[src/rtl/bist_pattern_driver.sv]
// LFSR stimulus generator and MISR response compactor for self-testing a combinational CUT.
// Optional BIST_COMPARE_EN adds a golden input and a registered pass flag.
module bist_pattern_driver #(
  parameter int unsigned      WIDTH      = 32,
  parameter int unsigned      CNT_W      = 16,
  parameter int unsigned      N_PATTERNS = 1000,
  parameter logic [WIDTH-1:0] SEED       = WIDTH'(32'h1),
  parameter logic [WIDTH-1:0] POLY       = WIDTH'(32'h80200003)
) (
  input  logic             clk,
  input  logic             rst,
  input  logic             start,
  input  logic             abort,
  output logic [WIDTH-1:0] cut_in,
  input  logic [WIDTH-1:0] cut_out,
  output logic             busy,
  output logic             done,
  output logic [WIDTH-1:0] signature,
`ifdef BIST_COMPARE_EN
  input  logic [WIDTH-1:0] golden,
`endif
  output logic             pass
);

  // An all-zero LFSR would lock up, so a zero seed is replaced by 1.
  localparam logic [WIDTH-1:0] SEED_LOAD = (SEED == '0) ? WIDTH'(1) : SEED;
  localparam logic [CNT_W-1:0] LAST_CNT  = CNT_W'(N_PATTERNS - 1);

  typedef enum logic [1:0] {
    IDLE = 2'd0,
    RUN  = 2'd1,
    DONE = 2'd2
  } state_t;

  state_t           state;
  state_t           state_next;
  logic [WIDTH-1:0] lfsr;
  logic [WIDTH-1:0] lfsr_next;
  logic [WIDTH-1:0] misr;
  logic [WIDTH-1:0] misr_next;
  logic [WIDTH-1:0] misr_step;
  logic [CNT_W-1:0] count;
  logic [CNT_W-1:0] count_next;
  logic             busy_next;
  logic             done_next;

  function automatic logic [WIDTH-1:0] step(input logic [WIDTH-1:0] r);
    return {r[WIDTH-2:0], ^(r & POLY)};
  endfunction

  // Compaction of the vector currently applied to the CUT.
  assign misr_step = step(misr) ^ cut_out;

  assign cut_in    = lfsr;
  assign signature = misr;

`ifdef BIST_COMPARE_EN
  logic pass_q;
  logic pass_next;
  assign pass = pass_q;
`else
  assign pass = 1'b0;
`endif

  always_comb begin
    state_next = state;
    lfsr_next  = lfsr;
    misr_next  = misr;
    count_next = count;
`ifdef BIST_COMPARE_EN
    pass_next  = pass_q;
`endif
    case (state)
      IDLE, DONE: begin
        if (start) begin
          state_next = RUN;
          lfsr_next  = SEED_LOAD;
          misr_next  = '0;
          count_next = '0;
`ifdef BIST_COMPARE_EN
          pass_next  = 1'b0;
`endif
        end
      end
      RUN: begin
        // abort wins over the terminal count and suppresses compaction.
        if (abort) begin
          state_next = IDLE;
        end else begin
          misr_next  = misr_step;
          lfsr_next  = step(lfsr);
          count_next = count + CNT_W'(1);
          if (count == LAST_CNT) begin
            state_next = DONE;
`ifdef BIST_COMPARE_EN
            pass_next  = (misr_step == golden);
`endif
          end
        end
      end
      default: state_next = IDLE;
    endcase
    busy_next = (state_next == RUN);
    done_next = (state_next == DONE);
  end

  always_ff @(posedge clk) begin
    if (rst) begin
      state  <= IDLE;
      lfsr   <= SEED_LOAD;
      misr   <= '0;
      count  <= '0;
      busy   <= 1'b0;
      done   <= 1'b0;
`ifdef BIST_COMPARE_EN
      pass_q <= 1'b0;
`endif
    end else begin
      state  <= state_next;
      lfsr   <= lfsr_next;
      misr   <= misr_next;
      count  <= count_next;
      busy   <= busy_next;
      done   <= done_next;
`ifdef BIST_COMPARE_EN
      pass_q <= pass_next;
`endif
    end
  end

endmodule

[config.mk]
export PLATFORM = sky130hd
export DESIGN_NAME = bist_pattern_driver
export DESIGN_NICKNAME = d
export VERILOG_FILES = /design/src/rtl/bist_pattern_driver.sv
export SDC_FILE = /design/constraint.sdc
export NUM_CORES = 1
export LEC_CHECK = 0
export ABC_CLOCK_PERIOD_IN_PS = 3160
export BUFFER_PORTS_ARGS = -buffer_cell sky130_fd_sc_hd__buf_4
export CAP_MARGIN = 30
export CORE_MARGIN = 5
export CORE_UTILIZATION = 55
export CTS_CLUSTER_SIZE = 12
export DETAILED_ROUTE_END_ITERATION = 10
export GPL_ROUTABILITY_DRIVEN = 0
export HOLD_SLACK_MARGIN = 0.05
export PLACE_DENSITY = 0.84
export SYNTH_ARGS = -nofsm -noshare
export SYNTH_HDL_FRONTEND = slang
export SYNTH_SLANG_ARGS = --single-unit
export TNS_END_PERCENT = 5
[constraint.sdc]
create_clock -name clk -period 3.16 [get_ports clk]
set_input_delay 0.632 -clock clk [delete_from_list [all_inputs] [get_ports clk]]
set_output_delay 0.632 -clock clk [all_outputs]
set_load 0.1 [all_outputs]
==> impl_metrics.csv <==
group,metric,value,unit
global_routing,grt_pass1_wl,13700,um
power_and_ir_drop,pwr-share-clk,31.4,%
synth,synthCells,395,
power_and_ir_drop,pwr-share-seq,53.6,%
clocking,clkLatencyLatePin,0.35,ns
setup_path,worst_path_dominant_cell_family,"simple AND/OR/NAND/NOR gates",
sta,min_period,1.98,ns
power_and_ir_drop,power_frac_comb,15.0,%
synth,synthAdderAreaFrac,0.357,%
clocking,cts_buffers,9,
setup_path,cp_data_required_time,3.44,ns
power_and_ir_drop,p_leak,0.00183,uW
clocking,cts_tree,"done",
drt,initialDrtViolationCount,208,
global_routing,overflow,0,
synth,synth_top_cell_area_share,48.0,%
layout,drive_gt1_share,26.0,%
setup_path,worstSetupStartpointType,"register",
sta,whs,0.472,ns
layout,antenna_cells,0,
hold_path,hold_class,"reg2reg",
synth,ys_warn_count,0,
setup_path,cp-end-kind,"register",
clocking,clock-root-buffer,"clkbuf_8",
synth,synth_fp_nets,432,
global_routing,grt_max_degree,49,
sta,finalHoldViolCount,0,
synth,yosys-top-cells-area,"dfxtp_1 (48%), xor2_1 (9.5%), a22oi_1 (6.6%)",
drt,viasPerCell,5.51,
synth,yosys.area_share.simple,19.5,%
sta,final_max_slew_viol_count,0,
synth,netlist_area,3500,um^2
placed_design,numPortBuffers,101,
clocking,cts_setup_buffers,0,
drt,drtAntennaViolNets,0,
clocking,cts_sinks,84,
sta,worst_slew_margin_rel,53.8,%
power_and_ir_drop,netSwitchingPower,597,uW
synth,synthMuxAreaShare,0.286,%
drt,vias,3090,
power_and_ir_drop,power.internal,1440,uW
setup_path,worst-setup-path-type,"reg2reg",
placed_design,dp_hpwl,5680,um
sta,max_clock_freq,506,MHz
run_status,outcome,"finished clean",
sta,tightest_slew,0.690,ns
clocking,cts_hold_buf,0,
synth,ys_seq_elements,84,
power_and_ir_drop,switching_share,29.4,%
setup_path,cp_cell_sequence,"nor3b_4 -> nor2_4 -> buf_4 -> a22oi_1 -> nor2_1",
synth,ys.flop_type,"dfxtp_1",
floorplanning,core.rowCount,29,
global_routing,grt_usage,20.2,%
sta,setup_tns,0,ns
floorplanning,dieArea,8070,um^2
layout,area_delta_synth_final,26.4,%
setup_path,critical-path-max-stage-delay,0.51,ns
setup_path,cp.arrival,2.26,ns
floorplanning,die_x,89.8,um
global_routing,grt_pass1_vias,3007,
global_routing,antenna_found_initial,0,
drt,wl_per_cell,14.9,um
synth,yosys.area.top_type,"dfxtp_1",
synth,synth.most_common_cell,"dfxtp_1",
clocking,cts_resized,0,
layout,final_nets,517,
synth,yosys.cell_types.count,38,
drt,routed_wl,8330,um
power_and_ir_drop,power_density,459,nW/um^2
floorplanning,die_h,89.8,um
clocking,cts_buffer_depth,2,
clocking,cts.htree.levels,3,
sta,grt_setup_unrepaired,"false",
synth,ys_async_sr_fraction,0,%
layout,fill_cells,499,
clocking,clkTransAtPathRegs,0.08,ns
setup_path,critPathMaxFanout,39,
layout,multi_input_area,1690,um^2
synth,synth_commonest_cells,"dfxtp_1 (84), nor2_1 (46), a21oi_1 (43), xor2_1 (38), nand2_1 (37)",
power_and_ir_drop,report.power.total,2030,uW
floorplanning,io_pins,103,
floorplanning,initial_core_util,55.8,%
drt,firstDrtPassIters,4,
synth,synth_top_family_by_area,"simple AND/OR/NAND/NOR gates",
sta,timing.final.crit_share,62.6,%
sta,final-setup-viol-count,0,
synth,synth_compound_area_share,16.5,%
synth,ys_seq_area_share,48.0,%
setup_path,slowest_stage,"nor2_4",
synth,synth_edf_count,0,
job,max_cap_viol_count,0,
power_and_ir_drop,max-vdd-ir-drop,0.000336,V
synth,synth.avg_cell_area,8.87,um^2
synth,synth_xor_area_share,11.3,%
layout,regArea,1680,um^2
setup_path,crit_buf_inv,1,
sta,skew,0.00746,ns
floorplanning,coreArea,6280,um^2
drt,drc,0,
placed cells by master (no fill, tap or decap), types with 2 or more instances in the layout:
master,count
buf_4,106
o21ai_0,6
a21oi_1,43
clkbuf_8,9
nor3_1,2
nor2_1,45
or3_1,4
nand2_1,37
o211ai_1,2
nor4bb_1,2
and4_1,4
clkinv_2,3
or4_1,2
o2111ai_1,4
xnor2_1,2
o31ai_1,2
clkinvlp_4,2
or2_2,2
nand3_1,34
a22oi_1,31
xnor3_1,2
dfxtp_1,84
xor2_1,38
sequential cells by signal, summed over array words and instances, names as in the netlist:
register   count
cut_in        32
busy           1
state          2
signature     32
done           1
count         16
worst reg2reg max path, delay by kind of cell, from the launching register on:
family                 cells  cell delay [ns]
AOI/OAI and AO/OA          1             0.20
buffers and inverters      1             0.48
DFF                        1             0.47
and+or+nand+nor            3             0.77
power by group through the flow:
stage | registers (uW) | clock network, uW | logic [uW]
after floorplan | 1210 | 0 | 123
after global placement | 1110 | 0 | 300
after detailed placement | 1110 | 0 | 305
after CTS | 1090 | 648 | 306
after global routing | 1090 | 691 | 326
final | 1090 | 639 | 305
stage by stage:
stage	area, um^2	std cells	worst slack [ns]	utilization [%]
after detailed placement	4270	546	0.932	68.0
after CTS	4430	561	1.18	70.5
final	4430	561	1.18	70.5
after global routing	4430	561	1.06	70.5
after floorplan	3500	395	1.23	-
after global placement	4270	546	0.974	68.0
metal layers:
metal	share of wire (%)	global-route usage, %
met5	0	0
met4	2.1	8.82
met3	6.5	6.76
met2	48	33.1
met1	44	24.0
area by class of cell:
cell class / count / share of cell area, %
inverter: 1 / 0.0848
clock buffer: 10 / 2.88
multi-input combinational: 278 / 38.2
clock inverter: 5 / 0.678
sequential: 84 / 38.0
tap: 77 / 2.18
timing repair buffer: 106 / 18.0
cells by family after synthesis:
| group | count (synthesis) |
|---|---|
| AO/OA/AOI/OAI | 90 |
| other | 1 |
| flip-flops | 84 |
| multiplexers | 1 |
| AND/OR/NAND/NOR | 143 |
| adder cells (fa/ha/maj) | 1 |
| XOR/XNOR | 42 |
| buffers and inverters | 33 |
path summary, 6_finish.rpt:
check | slack, ns | from | depth (start not counted) | to
max | 1.18 | state[1] | 5 | signature[22]
min | 0.47 | cut_in[5] | 2 | cut_in[5]
max reg2reg | 1.18 | state[1] | 5 | signature[22]
min reg2reg | 0.47 | cut_in[5] | 2 | cut_in[5]
(Power assumes the default switching activity.)
